$ cat config.mk
export PLATFORM = sky130hd
export DESIGN_NAME = am2901_slice_n
export DESIGN_NICKNAME = d
export VERILOG_FILES = /design/src/rtl/am2901_slice_n.sv
export SDC_FILE = /design/constraint.sdc
export NUM_CORES = 1
export LEC_CHECK = 0
export ABC_AREA = 1
export CORE_MARGIN = 3
export CORE_UTILIZATION = 45
export DETAILED_ROUTE_END_ITERATION = 8
export PLACE_DENSITY = 0.73
export SETUP_SLACK_MARGIN = 0.15
export SLEW_MARGIN = 20
export SYNTH_ARGS = -nofsm -noshare
export SYNTH_HDL_FRONTEND = slang
export SYNTH_SLANG_ARGS = --single-unit
export TNS_END_PERCENT = 100
$ cat constraint.sdc
create_clock -name cp -period 4.6 [get_ports cp]
set_clock_uncertainty 0.15 [all_clocks]
set_input_delay 0.46 -clock cp [delete_from_list [all_inputs] [get_ports cp]]
set_output_delay 0.46 -clock cp [all_outputs]
set_load 0.01 [all_outputs]
$ cat src/rtl/am2901_slice_n.sv
// Parametrised Am2901-style bit slice: two-port register file, Q register,
// 8-function ALU with carry-lookahead flags, RAM/Q shifters and a registered status word.
module am2901_slice_n #(
  parameter int WIDTH = 4,
  parameter int NREGS = 16,
  localparam int AW = $clog2(NREGS)
) (
  input  logic             cp,
  input  logic             rst_n,
  input  logic             en,
  input  logic [8:0]       i,
  input  logic [AW-1:0]    a,
  input  logic [AW-1:0]    b,
  input  logic [WIDTH-1:0] d,
  input  logic             cin,
  input  logic             oe_n,
  output logic [WIDTH-1:0] y,
  output logic             y_en,
  input  logic             ram0_in,
  input  logic             ramn_in,
  output logic             ram0_out,
  output logic             ram0_oe,
  output logic             ramn_out,
  output logic             ramn_oe,
  input  logic             q0_in,
  input  logic             qn_in,
  output logic             q0_out,
  output logic             q0_oe,
  output logic             qn_out,
  output logic             qn_oe,
  output logic             cout,
  output logic             g_n,
  output logic             p_n,
  output logic             ovr,
  output logic             z,
  output logic             f_msb,
  input  logic             stat_we,
  output logic [3:0]       stat_q
);

  logic [WIDTH-1:0] ram [NREGS];
  logic [WIDTH-1:0] q_reg;
  logic [3:0]       stat_r;

  logic [2:0]       src, fn, dst;
  logic [WIDTH-1:0] a_rd, b_rd;
  logic [WIDTH-1:0] r_op, s_op, x_op, y_op, f;
  logic [WIDTH:0]   sum;
  logic             arith, carry_msb, grp_gen;
  logic             ram_we, q_we;
  logic [WIDTH-1:0] ram_d, q_d;

  assign src  = i[2:0];
  assign fn   = i[5:3];
  assign dst  = i[8:6];
  assign a_rd = ram[a];
  assign b_rd = ram[b];

  always_comb begin
    r_op = '0;
    s_op = '0;
    case (src)
      3'd0: begin r_op = a_rd; s_op = q_reg; end
      3'd1: begin r_op = a_rd; s_op = b_rd;  end
      3'd2: begin r_op = '0;   s_op = q_reg; end
      3'd3: begin r_op = '0;   s_op = b_rd;  end
      3'd4: begin r_op = '0;   s_op = a_rd;  end
      3'd5: begin r_op = d;    s_op = a_rd;  end
      3'd6: begin r_op = d;    s_op = q_reg; end
      default: begin r_op = d; s_op = '0;    end
    endcase
  end

  // Subtracts are done by inverting one operand ahead of a single adder.
  always_comb begin
    x_op = (fn == 3'd1) ? ~r_op : r_op;
    y_op = (fn == 3'd2) ? ~s_op : s_op;
    sum  = {1'b0, x_op} + {1'b0, y_op} + (WIDTH+1)'(cin);
    f    = '0;
    case (fn)
      3'd0, 3'd1, 3'd2: f = sum[WIDTH-1:0];
      3'd3: f = r_op | s_op;
      3'd4: f = r_op & s_op;
      3'd5: f = ~r_op & s_op;
      3'd6: f = r_op ^ s_op;
      default: f = ~(r_op ^ s_op);
    endcase
  end

  assign arith     = (fn == 3'd0) || (fn == 3'd1) || (fn == 3'd2);
  assign carry_msb = x_op[WIDTH-1] ^ y_op[WIDTH-1] ^ sum[WIDTH-1];
  // Group generate is the carry of X+Y alone: cin only adds a carry when every bit propagates.
  assign grp_gen   = sum[WIDTH] & ~(cin & (&(x_op ^ y_op)));

  assign cout  = arith & sum[WIDTH];
  assign ovr   = arith & (carry_msb ^ sum[WIDTH]);
  assign g_n   = ~(arith & grp_gen);
  assign p_n   = ~(arith & (&(x_op | y_op)));
  assign z     = (f == '0);
  assign f_msb = f[WIDTH-1];

  assign ram_we = dst[2] | dst[1];
  assign q_we   = (dst == 3'd0) || (dst == 3'd4) || (dst == 3'd6);

  always_comb begin
    ram_d = f;
    q_d   = q_reg;
    case (dst)
      3'd0: q_d = f;
      3'd4: begin
        ram_d = {ramn_in, f[WIDTH-1:1]};
        q_d   = {qn_in, q_reg[WIDTH-1:1]};
      end
      3'd5: ram_d = {ramn_in, f[WIDTH-1:1]};
      3'd6: begin
        ram_d = {f[WIDTH-2:0], ram0_in};
        q_d   = {q_reg[WIDTH-2:0], q0_in};
      end
      3'd7: ram_d = {f[WIDTH-2:0], ram0_in};
      default: ;
    endcase
  end

  assign y    = (dst == 3'd2) ? a_rd : f;
  assign y_en = ~oe_n;

  assign ram0_oe  = (dst == 3'd4) || (dst == 3'd5);
  assign ram0_out = ram0_oe & f[0];
  assign ramn_oe  = (dst == 3'd6) || (dst == 3'd7);
  assign ramn_out = ramn_oe & f[WIDTH-1];
  assign q0_oe    = (dst == 3'd4);
  assign q0_out   = q0_oe & q_reg[0];
  assign qn_oe    = (dst == 3'd6);
  assign qn_out   = qn_oe & q_reg[WIDTH-1];

  assign stat_q = stat_r;

  always_ff @(posedge cp) begin
    if (!rst_n) begin
      for (int k = 0; k < NREGS; k++) ram[k] <= '0;
      q_reg  <= '0;
      stat_r <= '0;
    end else if (en) begin
      if (ram_we)  ram[b] <= ram_d;
      if (q_we)    q_reg  <= q_d;
      if (stat_we) stat_r <= {f_msb, z, ovr, cout};
    end
  end

endmodule

==> flow_summary_export.csv <==
group,metric,value,unit
sta,finalCritPeriodShare,0.919,
clock_network,numCtsBuffers,9,
grt,gr-usage-met1,0.315,
detailed_routing,vias,5523,
grt,grt.total_usage,0.232,
layout,final_nets,989,
grt,grt-busiest-layer,"met2",
grt,met2_usage,0.366,
grt,grt-ovfl-total,0,
yosys,seq_area_frac_synth,0.365,
critical_path,cp_max_fo,21,
grt,grt_use_met3,0.0421,
yosys,synth_area_per_cell,6.82,um^2
pwr,p_total,2140,uW
floorplanning,core,12200,um^2
layout,antenna_cells,0,
yosys,synth-simple-area-share,0.349,
grt,grt_pass1_wl,25900,um
detailed_routing,routed_wl,15900,um
yosys,synth-xor-area-share,0.0123,
sta,timing.fmax,237,MHz
clock_network,cts.path.max_buffers,2,
floorplanning,die_w,119,um
yosys,ys_ff_latch,72,
yosys,muxShareOfSynthArea,0,
sta,slew_headroom,0.509,
sta,timing.hold.ws,0.391,ns
detailed_routing,ant_nets,0,
layout,nFillCells,1133,
sta,setup_viol,0,
layout,syn2layout_area_growth,26.3,%
clock_network,clkTransAtPathRegs,0.06,ns
sta,report.final.hold_viol_count,0,
critical_path,worstSetupEndpointType,"output pin",
critical_path,path_class,"in -> out",
floorplanning,rows,40,
layout,final_util,0.590,
detailed_routing,first_pass_iters,6,
detailed_routing,viasPerCell,4.94,
sta,rsz0062_at_grt,"no",
yosys,synth_top_family_by_area,"simple AND/OR/NAND/NOR gates",
layout,multi_input_area,2760,um^2
layout,largest_reg_flops,64,
floorplanning,pin_count,54,
flow_run,drv_cap,0,
clock_network,clock-sinks,72,
clock_network,tritoncts,"done",
critical_path,required,3.99,ns
yosys,netlist_area,5700,um^2
critical_path,arrival,3.62,ns
floorplanning,dieArea,14100,um^2
sta,finalSetupTns,0,ns
detailed_routing,drc,0,
detailed_routing,avgRoutedWirePerCell,14.2,um
sta,slew_viol_final,0,
yosys,post_synth_fa_ha_maj_area_fraction,0.0334,
placement,routabilityCongestion,0.965,
clock_network,root_buffer,"clkbuf_16",
placement,dp_hpwl,12000,um
placement,portBuffers,53,
placement,dp_slack,-0.291,ns
run_status,status,"finished, final reports clean",
yosys,synth_cells,836,
min_path,hp-class,"reg -> reg",
sta,worst_slew_pin_slew,0.731,ns
pwr,vdd_drop_max,0.337,mV
yosys,syn-num-nets,881,
grt,grt_max_degree,60,
grt,antenna_found_initial,0,
pwr,powerDensity,297,nW/um^2
critical_path,startpoint_type,"input pin",
layout,regArea,2080,um^2
clock_network,clk_latency,0.35,ns
floorplanning,die_h,119,um
layout,drive_gt1_frac,0.155,
yosys,synth_compound_area_frac,0.0792,
clock_network,cts_max_level,3,
grt,grt_pass1_vias,5152,
yosys,synth_cell_type_count,41,
detailed_routing,drtIter0Drc,564,
yosys,ys_warn_count,0,
floorplanning,initial_core_util,0.467,
pwr,cellLeakagePower,0.00375,uW
sta,fin_ws,0.372,ns
sta,min_period,4.23,ns
-- critical path, cell delays in order --
cell and delay, ns:
dlymetal6s2s_1 0.25, buf_12 0.19, clkinv_8 0.10, nand2_1 0.08, nand3_1 0.06, nand3_1 0.08
nand3_1 0.07, nand2_1 0.11, nand2_1 0.11, nand2_2 0.10, xor2_2 0.09, fa_2 0.42
fa_1 0.40, or2_2 0.29, a31oi_1 0.18, nand2_1 0.10, nand2_2 0.07, buf_4 0.11
o21ai_0 0.07, clkdlybuf4s15_2 0.26
-- layout make-up --
cell class                 count  share of cell area
clock inverter                 7              0.0144
inverter                     172              0.0924
tap                          168              0.0292
timing repair buffer         124               0.161
clock buffer                   9              0.0313
sequential                    72               0.289
multi-input combinational    565               0.383
-- worst paths after layout --
path | start | to | slack [ns] | cells past startpoint
min reg2reg | stat_q[2]$_SDFFE_PN0P_ | stat_q[2]$_SDFFE_PN0P_ | 0.39 | 2
min | stat_q[2]$_SDFFE_PN0P_ | stat_q[2]$_SDFFE_PN0P_ | 0.39 | 2
max | a[0] | y[2] | 0.37 | 20
max reg2reg | ram[9][0]$_SDFFCE_PN0P_ | ram[15][1]$_SDFFCE_PN0P_ | 0.84 | 19
-- logic make-up (layout without fill, tap and decap cells) --
logic type | Yosys count | count (layout)
AND/OR/NAND/NOR | 464 | 464
AO/OA/AOI/OAI | 79 | 79
buffers and inverters | 199 | 312
adder cells (fa/ha/maj) | 14 | 14
flip-flops | 72 | 72
XOR/XNOR | 8 | 8
-- report_power, final --
group	switching, uW	total (uW)	internal (uW)
clock	292	773	481
sequential	15.9	753	737
combinational	349	613	264
-- cell usage after synthesis --
| cell | n | area [um^2] |
|---|---|---|
| nor3_2 | 1 | 10.0 |
| inv_1 | 160 | 601 |
| dfxtp_1 | 8 | 160 |
| o211ai_1 | 1 | 7.51 |
| fa_1 | 2 | 40.0 |
| o2111ai_1 | 1 | 8.76 |
| buf_8 | 1 | 15.0 |
| buf_12 | 1 | 20.0 |
| a21oi_1 | 10 | 50.1 |
| o21bai_2 | 1 | 11.3 |
| buf_4 | 5 | 37.5 |
| o21ai_0 | 32 | 160 |
| nand4_1 | 1 | 6.26 |
| edfxtp_1 | 64 | 1920 |
| nor2_1 | 50 | 188 |
| nand2_2 | 9 | 56.3 |
| inv_2 | 9 | 33.8 |
| nand3_4 | 1 | 17.5 |
| nor4_1 | 1 | 6.26 |
| o21ai_1 | 22 | 110 |
| or2_2 | 2 | 12.5 |
| nand2_1 | 324 | 1220 |
| nand3_2 | 6 | 60.1 |
| a31oi_1 | 1 | 6.26 |
| a21oi_2 | 1 | 8.76 |
| o31ai_1 | 1 | 7.51 |
| nand3_1 | 55 | 275 |
| a221oi_1 | 6 | 52.6 |
| nor2_4 | 11 | 124 |
| nor3_1 | 2 | 10.0 |
| clkbuf_1 | 2 | 7.51 |
| a21boi_2 | 1 | 11.3 |
| o221ai_1 | 1 | 8.76 |
| buf_2 | 3 | 15.0 |
| ha_1 | 12 | 150 |
| inv_4 | 2 | 12.5 |
| nor2_2 | 1 | 6.26 |
| inv_6 | 1 | 8.76 |
| xor2_1 | 8 | 70.1 |
| o21ai_2 | 1 | 8.76 |
| buf_6 | 15 | 169 |
-- cells in the final DEF (no fill, tap or decap), types with 3 or more instances in the layout --
cell type,synthesis,final
nor2_1,50,49
a221oi_1,6,5
nand2_1,324,323
nand2_2,9,10
nand3_1,55,55
clkbuf_16,0,10
o21ai_1,22,23
nor2_4,11,11
a21oi_1,10,8
buf_4,5,62
clkdlybuf4s50_1,0,40
dfxtp_1,8,8
xor2_2,0,5
xor2_1,8,3
o21ai_0,32,31
inv_1,160,160
inv_2,9,9
dlygate4sd2_1,0,5
ha_1,12,12
buf_12,1,5
edfxtp_1,64,64
dlymetal6s2s_1,0,5
a21oi_2,1,3
buf_6,15,3
nand3_2,6,6
-- metrics by stage --
| stage | instances | instance area [um^2] |
|---|---|---|
| floorplan | 836 | 5700 |
| global placement | 1097 | 6740 |
| detailed placement | 1097 | 6740 |
| CTS | 1115 | 7100 |
| global route | 1117 | 7200 |
| finish | 1117 | 7200 |
-- layer usage --
layer  wire length (um)  share of wire
met2               7370           0.46
met5                  0              0
met3               1010          0.064
met4                433          0.027
met1               7060           0.44
-- timing repair --
| item | 4_1_cts | 5_1_grt |
|---|---|---|
| gates resized for setup | 17 | 16 |
| hold buffers | 0 | 0 |
| endpoints found under the setup margin | 9 | 9 |
| pin swaps | 1 | 2 |
| setup buffers | 2 | 1 |
| hold endpoints to repair | 0 | 0 |
| cloned | 0 | 1 |
Power figures use the tool's default switching activity.
